`config.mk`:
```
export PLATFORM = sky130hd
export DESIGN_NAME = freq_gate_sequencer_flat
export DESIGN_NICKNAME = d
export VERILOG_FILES = /design/src/rtl/freq_meter_pkg.sv /design/src/rtl/freq_gate_sequencer_if.sv /design/src/rtl/sync_ff.sv /design/src/rtl/freq_gate_sequencer.sv /design/src/flat_wrapper.sv
export SDC_FILE = /design/constraint.sdc
export NUM_CORES = 1
export LEC_CHECK = 0
export CAP_MARGIN = 20
export CORE_MARGIN = 2
export CORE_UTILIZATION = 46
export CTS_CLUSTER_SIZE = 12
export DETAILED_ROUTE_END_ITERATION = 6
export GPL_ROUTABILITY_DRIVEN = 0
export PLACE_DENSITY = 0.81
export SLEW_MARGIN = 5
export SYNTH_ARGS = -nofsm -noshare
export SYNTH_HDL_FRONTEND = slang
export SYNTH_SLANG_ARGS = --single-unit
```
`constraint.sdc`:
```
create_clock -name clk_1Hz -period 2.19 [get_ports clk_1Hz]
set_input_delay 0.219 -clock clk_1Hz [delete_from_list [all_inputs] [get_ports clk_1Hz]]
set_output_delay 0.219 -clock clk_1Hz [all_outputs]
set_load 0.01 [all_outputs]
```
`src/rtl/freq_meter_pkg.sv`:
```
// Shared types and defaults for the frequency counter gate sequencer.
// Sequencer state encoding and the gate_sel clamp helper live here.
package freq_meter_pkg;

  localparam int GATE_SEL_W       = 2;
  localparam int DEF_MAX_GATE_SEL = 3;
  localparam int DEF_SYNC_STAGES  = 2;

  typedef enum logic [1:0] {
    ST_IDLE  = 2'd0,
    ST_CLEAR = 2'd1,
    ST_GATE  = 2'd2,
    ST_LATCH = 2'd3
  } seq_state_t;

  function automatic logic [GATE_SEL_W-1:0] clamp_sel(
    input logic [GATE_SEL_W-1:0] sel,
    input logic [GATE_SEL_W-1:0] max_sel
  );
    return (sel > max_sel) ? max_sel : sel;
  endfunction

endpackage

```
`src/rtl/freq_gate_sequencer_if.sv`:
```
// Control/status bundle between the top-level config and the gate sequencer.
// master drives start/config and the fin-domain overflow; slave is the sequencer.
interface freq_gate_sequencer_if;
  import freq_meter_pkg::*;

  logic                  start;
  logic                  mode_cont;
  logic                  hold;
  logic [GATE_SEL_W-1:0] gate_sel;
  logic                  ovf_in;

  logic                  count_en;
  logic                  latch_en;
  logic                  clear;
  logic                  busy;
  logic                  done;
  logic                  overflow;
  logic [GATE_SEL_W-1:0] gate_used;

  modport master (
    output start, mode_cont, hold, gate_sel, ovf_in,
    input  count_en, latch_en, clear, busy, done, overflow, gate_used
  );

  modport slave (
    input  start, mode_cont, hold, gate_sel, ovf_in,
    output count_en, latch_en, clear, busy, done, overflow, gate_used
  );

endinterface

```
`src/rtl/sync_ff.sv`:
```
// N-stage single-bit synchroniser with asynchronous active-low reset.
// Reusable for any slow flag crossing from the fin domain.
module sync_ff #(
  parameter int STAGES = 2
) (
  input  logic clk,
  input  logic rst_n,
  input  logic d,
  output logic q
);

  logic [STAGES-1:0] chain;

  always_ff @(posedge clk or negedge rst_n) begin
    if (!rst_n) begin
      chain <= '0;
    end else begin
      chain <= {chain[STAGES-2:0], d};
    end
  end

  assign q = chain[STAGES-1];

endmodule

```
`src/rtl/freq_gate_sequencer.sv`:
```
// Gate/latch/clear sequencer for the 8-decade frequency counter chain.
// All outputs are registered decodes of the next state.
//
//   state    | meaning
//   ---------+-------------------------------------------------------------
//   ST_IDLE  | waiting for start; busy low
//   ST_CLEAR | one tick of clear to every decade, gate length captured
//   ST_GATE  | count_en high for 2^gate_sel_q ticks
//   ST_LATCH | latch_en in first tick, then wait out the ovf synchroniser
module freq_gate_sequencer
  import freq_meter_pkg::*;
#(
  parameter int SYNC_STAGES  = DEF_SYNC_STAGES,
  parameter int GATE_CNT_W   = 4,
  parameter int MAX_GATE_SEL = DEF_MAX_GATE_SEL
) (
  input logic                  clk_1Hz,
  input logic                  rst_n,
  freq_gate_sequencer_if.slave bus
);

  localparam int LAT_W = $clog2(SYNC_STAGES);
  localparam logic [LAT_W-1:0]      LAT_LOAD = LAT_W'(SYNC_STAGES - 1);
  localparam logic [GATE_SEL_W-1:0] MAX_SEL  = GATE_SEL_W'(MAX_GATE_SEL);

  seq_state_t            state, state_nxt;
  logic [GATE_SEL_W-1:0] gate_sel_q, gate_sel_nxt;
  logic [GATE_CNT_W-1:0] gate_cnt, gate_cnt_nxt, gate_load;
  logic [LAT_W-1:0]      lat_cnt, lat_cnt_nxt;
  logic                  latch_en_nxt, done_nxt;
  logic                  ovf_sync;

  logic                  count_en_q, latch_en_q, clear_q, busy_q, done_q, overflow_q;
  logic [GATE_SEL_W-1:0] gate_used_q;

  sync_ff #(.STAGES(SYNC_STAGES)) u_ovf_sync (
    .clk   (clk_1Hz),
    .rst_n (rst_n),
    .d     (bus.ovf_in),
    .q     (ovf_sync)
  );

  assign gate_load = (GATE_CNT_W'(1) << gate_sel_q) - GATE_CNT_W'(1);

  always_comb begin
    state_nxt    = state;
    gate_sel_nxt = gate_sel_q;
    gate_cnt_nxt = gate_cnt;
    lat_cnt_nxt  = lat_cnt;
    latch_en_nxt = 1'b0;
    done_nxt     = 1'b0;
    case (state)
      ST_IDLE: begin
        if (bus.start) begin
          state_nxt    = ST_CLEAR;
          gate_sel_nxt = clamp_sel(bus.gate_sel, MAX_SEL);
        end
      end
      ST_CLEAR: begin
        state_nxt    = ST_GATE;
        gate_cnt_nxt = gate_load;
      end
      ST_GATE: begin
        if (gate_cnt == '0) begin
          state_nxt    = ST_LATCH;
          lat_cnt_nxt  = LAT_LOAD;
          latch_en_nxt = 1'b1;
        end else begin
          gate_cnt_nxt = gate_cnt - GATE_CNT_W'(1);
        end
      end
      ST_LATCH: begin
        if (lat_cnt == '0) begin
          done_nxt = 1'b1;
          // mode_cont and hold only matter here, so mid-gate changes finish the current result
          if (bus.mode_cont && !bus.hold) begin
            state_nxt    = ST_CLEAR;
            gate_sel_nxt = clamp_sel(bus.gate_sel, MAX_SEL);
          end else begin
            state_nxt = ST_IDLE;
          end
        end else begin
          lat_cnt_nxt = lat_cnt - LAT_W'(1);
        end
      end
      default: state_nxt = ST_IDLE;
    endcase
  end

  always_ff @(posedge clk_1Hz or negedge rst_n) begin
    if (!rst_n) begin
      state       <= ST_IDLE;
      gate_sel_q  <= '0;
      gate_cnt    <= '0;
      lat_cnt     <= '0;
      count_en_q  <= 1'b0;
      latch_en_q  <= 1'b0;
      clear_q     <= 1'b0;
      busy_q      <= 1'b0;
      done_q      <= 1'b0;
      overflow_q  <= 1'b0;
      gate_used_q <= '0;
    end else begin
      state      <= state_nxt;
      gate_sel_q <= gate_sel_nxt;
      gate_cnt   <= gate_cnt_nxt;
      lat_cnt    <= lat_cnt_nxt;
      count_en_q <= (state_nxt == ST_GATE);
      latch_en_q <= latch_en_nxt;
      clear_q    <= (state_nxt == ST_CLEAR);
      busy_q     <= (state_nxt != ST_IDLE);
      done_q     <= done_nxt;
      if (done_nxt) begin
        overflow_q  <= ovf_sync;
        gate_used_q <= gate_sel_q;
      end
    end
  end

  assign bus.count_en  = count_en_q;
  assign bus.latch_en  = latch_en_q;
  assign bus.clear     = clear_q;
  assign bus.busy      = busy_q;
  assign bus.done      = done_q;
  assign bus.overflow  = overflow_q;
  assign bus.gate_used = gate_used_q;

endmodule
```
`src/flat_wrapper.sv`:
```
// flat-port wrapper written by rule: the top's interface ports become plain ports
module freq_gate_sequencer_flat import freq_meter_pkg::*;
#(
  parameter int SYNC_STAGES  = DEF_SYNC_STAGES,
  parameter int GATE_CNT_W   = 4,
  parameter int MAX_GATE_SEL = DEF_MAX_GATE_SEL
)
  (clk_1Hz, rst_n, bus_start, bus_mode_cont, bus_hold, bus_gate_sel, bus_ovf_in, bus_count_en, bus_latch_en, bus_clear, bus_busy, bus_done, bus_overflow, bus_gate_used);
  freq_gate_sequencer_if bus_i ();
  input logic clk_1Hz;
  input logic rst_n;
  input wire logic [$bits(bus_i.start)-1:0] bus_start;
  input wire logic [$bits(bus_i.mode_cont)-1:0] bus_mode_cont;
  input wire logic [$bits(bus_i.hold)-1:0] bus_hold;
  input wire logic [$bits(bus_i.gate_sel)-1:0] bus_gate_sel;
  input wire logic [$bits(bus_i.ovf_in)-1:0] bus_ovf_in;
  output wire logic [$bits(bus_i.count_en)-1:0] bus_count_en;
  output wire logic [$bits(bus_i.latch_en)-1:0] bus_latch_en;
  output wire logic [$bits(bus_i.clear)-1:0] bus_clear;
  output wire logic [$bits(bus_i.busy)-1:0] bus_busy;
  output wire logic [$bits(bus_i.done)-1:0] bus_done;
  output wire logic [$bits(bus_i.overflow)-1:0] bus_overflow;
  output wire logic [$bits(bus_i.gate_used)-1:0] bus_gate_used;
  assign bus_i.start = bus_start;
  assign bus_i.mode_cont = bus_mode_cont;
  assign bus_i.hold = bus_hold;
  assign bus_i.gate_sel = bus_gate_sel;
  assign bus_i.ovf_in = bus_ovf_in;
  assign bus_count_en = bus_i.count_en;
  assign bus_latch_en = bus_i.latch_en;
  assign bus_clear = bus_i.clear;
  assign bus_busy = bus_i.busy;
  assign bus_done = bus_i.done;
  assign bus_overflow = bus_i.overflow;
  assign bus_gate_used = bus_i.gate_used;
  freq_gate_sequencer #(.SYNC_STAGES(SYNC_STAGES), .GATE_CNT_W(GATE_CNT_W), .MAX_GATE_SEL(MAX_GATE_SEL)) u_core (.clk_1Hz(clk_1Hz), .rst_n(rst_n), .bus(bus_i));
endmodule
```
# --- Word level (Yosys, flattened, before mapping) ---
# Index checks and enable logic that the tools add are counted.
word_totals:
  reg_bits: 19
  out_inout_bits: 8
classes:
  addsub: 3
  n_lt_le_gt_ge: 1
  n_eq_ne: 10
  shifts: 1
  n_mux: 19
  n_reduce_logical: 11
ops:
  columns: ["operator", "count"]
  rows:
  - ["2-bit two-way mux", 7]
  - ["2-bit case mux with 4 select lines", 1]
  - ["4-bit case mux with 2 select lines", 1]
  - ["2-bit nonzero test", 4]
  - ["1-bit two-way mux", 7]
  - ["2-bit == test, second input constant", 3]
  - ["2-bit inequality test, second input constant", 3]
  - ["2-bit by 1-bit == test with 1-bit output, second input constant", 2]
  - ["4-bit zero test", 1]
  - ["4-bit two-way mux", 1]
  - ["2-bit by 1-bit inequality test with 1-bit output, second input constant", 2]
  - ["2-bit case mux with 2 select lines", 1]
  - ["2-bit AND reduction", 2]
  - ["4-bit AND reduction", 1]
  - ["1-bit by 2-bit << shifter with 4-bit output, first input constant", 1]
  - ["4-bit by 1-bit subtractor with 4-bit output, second input constant", 1]
  - ["4-bit by 2-bit subtractor with 4-bit output, second input constant", 1]
  - ["2-bit > comparator, second input constant", 1]
  - ["2-bit zero test", 1]
  - ["1-bit case mux with 2 select lines", 1]
  - ["1-bit logical AND", 1]
  - ["1-bit zero test", 1]
  - ["1-bit subtractor, second input constant", 1]

# --- Longest topological paths before layout ---
# Gate-level depths: netlist (run 1).
logic_depth:
  ltp_word: 6
  ltp_mapped: 5
  depth_no_buf: 5

# --- By module ---
# A second synthesis (run 1) with hierarchy kept.
hier_totals:
  cells_unflattened: 82
  area_unflattened_um2: 865.8
by_module_without_submodules:
  columns: ["module", "instances", "cells_each", "area_each_um2", "seq_area_each_um2"]
  rows:
  - ["freq_gate_sequencer", 1, 80, 815.8, 425.4]
  - ["sync_ff", 1, 2, 50.0, 50.0]

# --- Worst setup path before layout (run 1) ---
# No wires, ideal clock.
synth_timing:
  path_type: "reg2reg"
  from: "register u_core.gate_cnt[0]"
  to: "register u_core.gate_cnt[0]"
  setup_ns: 0.069
  arrival_ns: 1.370
  required_time_ns: 2.121
  slack_ns: 0.751
  path_stages_with_launch: 6
  n_path_buf: 0
  period_less_slack_ns: 1.439
  path_cell_list: "dfrtp_1 > inv_1 > ha_1 > nor3b_2 > or4b_1 > nand3_1"
synth_between:
  elab_chain_cells: 3
  word_cells_on_any_way: 6
  cone_classes: "add/sub: 1; eq/ne: 1; mux: 2; reduce/logical: 2"
synth_rtl:
  columns: ["item", "line", "text"]
  rows:
  - ["start, declared", "freq_gate_sequencer.sv:28", "logic [GATE_CNT_W-1:0] gate_cnt, gate_cnt_nxt, gate_load;"]
  - ["start signal, assigned", "freq_gate_sequencer.sv:106", "gate_cnt <= gate_cnt_nxt;"]
  - ["4-bit by 1-bit subtractor with 4-bit output / 4-bit zero test (equally long branches)", "freq_gate_sequencer.sv:69, freq_gate_sequencer.sv:64", null]
  - ["4-bit two-way mux / 2-bit inequality test (equally long branches)", null, null]
  - ["4-bit case mux with 2 select lines / 2-bit AND reduction (equally long branches)", null, null]
# Several ways; a longest one is shown, not always the timed one. The select of a mux whose other input is x is not followed.
# A chain may end at the register's enable or synchronous reset.

# --- Worst setup path after layout (run 1) ---
layout_timing:
  from: "register u_core.state[1]"
  to: "register u_core.gate_sel_q[1]"
layout_between:
  elab_chain_cells: 3
  word_cells_on_any_way: 8
  cone_classes: "eq/ne: 4; mux: 1; reduce/logical: 3"
layout_rtl:
  columns: ["item", "line", "text"]
  rows:
  - ["start, declared", "freq_gate_sequencer.sv:26", "seq_state_t state, state_nxt;"]
  - ["start signal, assigned", "freq_gate_sequencer.sv:104", "state <= state_nxt;"]
  - ["2-bit == test / 2-bit zero test (equally long branches)", "freq_gate_sequencer.sv:52", "case (state)"]
  - ["2-bit inequality test (no source line) (tied with other cells)", null, null]
  - ["4-bit AND reduction (no source line)", null, null]
  - ["end signal, assigned", "freq_gate_sequencer.sv:105", "gate_sel_q <= gate_sel_nxt;"]
  - ["end, declared", "freq_gate_sequencer.sv:27", "logic [GATE_SEL_W-1:0] gate_sel_q, gate_sel_nxt;"]
# Several ways; a longest one is shown, not always the timed one.

==> results.yml, run 1 <==
worst_setup_path:
  r2r_setup_slack_ns: 0.53
  crit-reg2reg-launch: "u_core.state[1]"
  crit_path_end_kind: "flip-flop"
  critical_path_required_ns: 2.36
  cp-start-kind: "flip-flop"
  cp.depth: 3
  critical_path_arrival_ns: 1.84
  crit_fanout: 19
  critPathCapture: "u_core.gate_sel_q[1]"
  critical_path_max_stage_delay_ns: 0.74
  worstPathBufferInverterCount: 0
  worst_path_max_delay_cell: "dfrtp_1"
  ff2ff_path_depth: 3
  rr_endpoint: "u_core.gate_sel_q[1]"
  timing.setup.critical_path_class: "reg2reg"
  timing.critical_path.cells: "nor2_1 -> a22oi_2 -> mux2_1"
  startpoint: "u_core.state[1]"
  top_cell_family_by_delay_on_the_critical_path: "flip-flops"
place:
  dp_cells: 119
  post-place-ws_ns: 0.555
  hpwlAfterDp_um: 1140
  placed_area_um2: 1030
  io_buffers: 15
logic_synthesis:
  synth-xor-area-share: 0
  yosys_most_used_dff: "dfrtp_1"
  synth_simple_gate_area_frac: 0.208
  netlist_area_um2: 866
  ys_seq_area_frac: 0.549
  synthesis.yosys.warnings: 0
  netlist_top_cells_area: "dfrtp_1 (55%), nand2_1 (5.2%), nor2_1 (3.5%)"
  synth_edf_count: 0
  share_of_synthesized_cell_area_in_full_adder_half_adder_and_majority_cells: 0.0145
  synthesis.nets: 91
  synth_seq_cells: 19
  synthDistinctLibCells: 33
  post-synth-top-area-fraction: 0.549
  fraction_of_the_mapped_netlist_area_in_compound_gates: 0.124
  yosysTopAreaCell: "dfrtp_1"
  post_synth_inst_count: 82
  synth.mux.area_fraction: 0.0506
  syn-mean-instance-area_um2: 10.6
  async_flop_share: 1.00
  synth_top_family_by_area: "simple AND/OR/NAND/NOR gates"
clock_network:
  cts_clk_pin_slew_worst_paths_ns: 0.10
  cts_resized: 0
  cts_tree: "built"
  cts.root.buffer_cell: "clkbuf_4"
  htreeDepth: 1
  post_cts.repair.setup_buffers: 0
  number_of_hold_buffers_added_after_cts: 0
  insertion_delay_ns: 0.29
  max-clock-path-buffers: 2
  tritoncts.num_buffers: 3
  number_of_clock_sinks_seen_by_cts: 19
drt:
  post_drt_wl_per_cell_um: 12.7
  route.vias.total: 629
  drt-pass1-iter-count: 4
  totalWireLength_um: 1560
  antenna_violating_nets_post_route: 0
  viasPerCell: 5.11
  detailedRoute.firstIterationViolations: 9
  drt_drc_violations_left: 0
power_and_ir_drop:
  static-leakage-power_nw: 0.473
  p_per_area_nw_per_um2: 1390
  irDropWorstVdd_mv: 0.774
grt:
  global_route_wire_length_before_repair_um: 2540
  residual_overflow_from_global_routing: 0
  grt_max_degree: 22
  via_count_of_the_first_global_routing_pass: 568
  grt_antenna_before_repair: 0
  grt_usage: 0.171
worst_hold_path:
  min-delay-path-class: "in2async"
die:
  die-height_um: 47.4
  floorplan.initialDensity: 0.496
  die-area_um2: 2250
  placeableCoreArea_um2: 1750
  chipWidth_um: 47.4
  top_level_ports: 16
  rows: 15
timing:
  slew_headroom: 0.585
  grt_setup_unrepaired: "false"
  layout_setup_ws_ns: 0.527
  final_hold_violation_count: 0
  timing.final.crit_share: 0.759
  achievable_freq_mhz: 601
  final.setup_skew_ns: 0.0113
  maxSlewViolCount: 0
  max_slew.worst_pin.slew_ns: 0.623
  setup_viol_count_final: 0
  timing.final.crit_period_ns: 1.66
  finalSetupTns_ns: 0
final_layout:
  postLayoutCoreUtil: 0.604
  drive_gt1_frac: 0.0918
  area_delta_synth_final_pct: 21.7
  nets: 108
  design_area_um2: 1050
  layout.cells.most_common_list: "dfrtp_1 (19), clkdlybuf4s50_1 (15), nand2_1 (12)"
  final_common_cell: "dfrtp_1"
  finish.cell_count_without_fillers: 123
  diodes: 0
run:
  maxCapViolCount: 0
outcome:
  run_status: "finished clean"
-- cells in the mapped netlist, types with 2 or more instances --
master    instances
dfrtp_1          19
nand2_1          12
nor2_1            8
a21oi_1           5
inv_1             4
nor2b_1           3
mux2_1            2
nand2b_1          2
nor3_1            2
o21ai_0           2
-- metrics by stage --
stage          hold WS (ns)  total power, mW
2_1_floorplan       -0.0766             1.10
3_3_place_gp          0.340             1.28
3_5_place_dp          0.343             1.31
4_1_cts               0.264             1.48
5_1_grt               0.272             1.60
6_report              0.256             1.47
-- worst min path at each step --
| stage | end | depth (start not counted) |
|---|---|---|
| floorplan | u_core.bus.busy | 0 |
| global placement | u_core.u_ovf_sync.chain[1] | 0 |
| detailed placement | u_core.u_ovf_sync.chain[1] | 0 |
| CTS | u_core.bus.done | 2 |
| global route | u_core.bus.gate_used[1] | 2 |
| finish | u_core.bus.done | 2 |
-- area by class of cell --
class | instances | area [um^2]
Clock buffer | 4 | 26.3
Fill cell | 146 | 692
Sequential cell | 19 | 475
Tap cell | 25 | 31.3
Inverter | 5 | 18.8
Timing Repair Buffer | 16 | 158
Multi-Input combinational cell | 54 | 344
-- layer usage --
layer | wire length (um) | part of all wire | global-route usage
met1 | 696 | 0.45 | 0.240
met2 | 740 | 0.47 | 0.224
met3 | 61 | 0.039 | 0.0731
met4 | 62 | 0.040 | 0.0833
met5 | 0 | 0 | 0
-- power breakdown --
part	internal, mW	switching (mW)	leakage, nW
combinational	0.343	0.268	0.227
clock	0.0709	0.0967	0.0150
sequential	0.496	0.194	0.232
-- worst register-to-register path: stages, from the launching register on --
cell and delay (ns):
dfrtp_1 0.74, nor2_1 0.18, a22oi_2 0.28, mux2_1 0.34
-- cells by family (layout without fill, tap and decap cells) --
group                      count (synthesis)  after routing
AOI/OAI and AO/OA                         16             16
muxes                                      4              4
and+or+nand+nor                           33             33
DFF                                       19             19
adders and majority gates                  1              1
buffers and inverters                      9             25
-- registers in the layout, indices dropped and copies added (netlist names) --
signal and flops:
u_core.bus.done 1, u_core.lat_cnt 1, u_core.u_ovf_sync.chain 2, u_core.bus.gate_used 2, u_core.gate_cnt 4, u_core.bus.overflow 1, u_core.bus.busy 1, u_core.gate_sel_q 2
u_core.bus.clear 1, u_core.bus.count_en 1, u_core.state 2, u_core.bus.latch_en 1
Power figures use the tool's default switching activity.
==> run 2: changes to the inputs <==
--- a/config.mk
+++ b/config.mk
@@ -7,7 +7,7 @@
 export LEC_CHECK = 0
 export CAP_MARGIN = 20
 export CORE_MARGIN = 2
-export CORE_UTILIZATION = 46
+export CORE_UTILIZATION = 44
 export CTS_CLUSTER_SIZE = 12
 export DETAILED_ROUTE_END_ITERATION = 6
 export GPL_ROUTABILITY_DRIVEN = 0
==> constraint.sdc (replaced) <==
create_clock -name clk_1Hz -period 1.37 [get_ports clk_1Hz]
set_input_delay 0.137 -clock clk_1Hz [delete_from_list [all_inputs] [get_ports clk_1Hz]]
set_output_delay 0.137 -clock clk_1Hz [all_outputs]
set_load 0.01 [all_outputs]
==> results.yml, run 2 (synthesized netlist as in run 1, its figures left out) <==
timing:
  slew_headroom: 0.802
  layout_setup_ws_ns: -0.00390
  final_hold_violation_count: 0
  timing.final.crit_share: 1.00
  timing.final.crit_period_ns: 1.37
  achievable_freq_mhz: 728
  maxSlewViolCount: 0
  max_slew.worst_pin.slew_ns: 0.297
  setup_viol_count_final: 1
  final.setup_skew_ns: 0.00679
  grt_setup_unrepaired: "true"
clock_network:
  insertion_delay_ns: 0.29
  htreeDepth: 1
  cts.root.buffer_cell: "clkbuf_4"
  number_of_hold_buffers_added_after_cts: 0
  cts_clk_pin_slew_worst_paths_ns: 0.11
  cts_tree: "built"
  number_of_clock_sinks_seen_by_cts: 19
  max-clock-path-buffers: 2
  tritoncts.num_buffers: 3
drt:
  post_drt_wl_per_cell_um: 12.1
  totalWireLength_um: 1650
  route.vias.total: 674
  detailedRoute.firstIterationViolations: 11
  drt-pass1-iter-count: 4
  viasPerCell: 4.92
  antenna_violating_nets_post_route: 0
  drt_drc_violations_left: 0
die:
  placeableCoreArea_um2: 1900
  floorplan.initialDensity: 0.455
  die-area_um2: 2340
  die-height_um: 48.4
  top_level_ports: 16
  chipWidth_um: 48.4
  rows: 16
final_layout:
  largest_reg_flops: 4
  drive_gt1_frac: 0.245
  design_area_um2: 1170
  final_common_cell: "dfrtp_1"
  area_delta_synth_final_pct: 35.5
  diodes: 0
  postLayoutCoreUtil: 0.617
  nets: 120
  biggest_register: "u_core.gate_cnt"
  layout.cells.most_common_list: "dfrtp_1 (19), clkdlybuf4s50_1 (13), buf_4 (13)"
  finish.cell_count_without_fillers: 137
worst_setup_path:
  critical_path_required_ns: 1.60
  timing.setup.critical_path_class: "reg2reg"
  critical_path_arrival_ns: 1.60
  cp-start-kind: "flip-flop"
  crit_path_end_kind: "flip-flop"
  crit_fanout: 6
power_and_ir_drop:
  p_per_area_nw_per_um2: 2250
  power_switching_share: 0.374
  power.switching_uw: 989
  static-leakage-power_nw: 0.552
  power_frac_comb: 0.524
  irDropWorstVdd_mv: 1.65
  clock_network_fraction_of_total_power: 0.103
  seqPwrFrac: 0.373
  post-layout-total-power_mw: 2.65
  cell_internal_power_mw: 1.66
worst_hold_path:
  min-delay-path-class: "in2async"
place:
  io_buffers: 15
  placed_area_um2: 1120
  dp_cells: 132
  hpwlAfterDp_um: 1280
  post-place-ws_ns: -0.0142
grt:
  residual_overflow_from_global_routing: 0
  via_count_of_the_first_global_routing_pass: 635
  global_route_wire_length_before_repair_um: 2890
  grt_antenna_before_repair: 0
  grt_usage: 0.158
  grt_max_degree: 20
outcome:
  run_status: "finished, violations left"
  failing_checks: "negative setup slack"
run:
  maxCapViolCount: 0
-- run 2: cell types whose count changed in the layout (fill, tap and decap cells not counted), moves of 2 or more --
cell             previous run  this run
inv_2                       1         3
buf_4                       1        13
inv_1                       4         2
clkdlybuf4s50_1            15        13
-- run 2: final cells by class --
type / instances / area [um^2]
Fill cell: 171 / 728
Sequential cell: 19 / 475
Multi-Input combinational cell: 54 / 369
Timing Repair Buffer: 28 / 249
Tap cell: 27 / 33.8
Clock buffer: 3 / 22.5
Inverter: 5 / 18.8
Clock inverter: 1 / 5.00
-- run 2: path summary, 6_finish.rpt --
path                                                 start                    endpoint  slack (ns)  cells after the start
worst max-delay path                    u_core.gate_cnt[1]          u_core.gate_cnt[0]      -0.004                      5
worst min-delay path                                 rst_n  u_core.u_ovf_sync.chain[0]        0.16                      2
worst max register to register          u_core.gate_cnt[1]          u_core.gate_cnt[0]      -0.004                      5
worst min register to register  u_core.u_ovf_sync.chain[0]  u_core.u_ovf_sync.chain[1]        0.36                      0
max in group asynchronous                            rst_n         u_core.bus.count_en        1.01                      2
min in group clk_1Hz                            bus_ovf_in  u_core.u_ovf_sync.chain[0]        0.28                      1
-- run 2: repair_timing --
| action | in CTS | in global routing |
|---|---|---|
| buffers inserted | 1 | 0 |
| gates resized for setup | 4 | 3 |
| pin swaps | 1 | 2 |
| endpoints found under the setup margin | 3 | 4 |
-- run 2: power groups by stage --
| stage | logic [mW] | clock network [mW] | registers [mW] |
|---|---|---|---|
| after floorplan | 0.780 | 0 | 1.01 |
| after global placement | 1.29 | 0 | 0.982 |
| after detailed placement | 1.35 | 0 | 0.996 |
| after CTS | 1.39 | 0.286 | 0.990 |
| after global routing | 1.53 | 0.309 | 1.02 |
| final | 1.39 | 0.272 | 0.988 |
-- run 2: layer usage --
layer	up-vias	wire length, um	global-route usage
li1	338	-	-
met1	326	761	0.211
met2	10	852	0.259
met3	0	41	0.0463
met4	0	0	0.0286
met5	-	0	0
-- run 2: worst max-delay path, cell delays in order (launching register included) --
cell and delay [ns]:
dfrtp_1 0.37, inv_2 0.06, ha_4 0.15, nor3b_4 0.16, or4b_1 0.48, nand3_1 0.09
-- run 2: per-stage QoR --
step | TNS [ns] | hold WS, ns
global placement | 0 | 0.334
detailed placement | -0.0142 | 0.338
floorplan | 0 | -0.159
CTS | -0.00517 | 0.157
finish | -0.00390 | 0.158
global route | -0.177 | 0.185
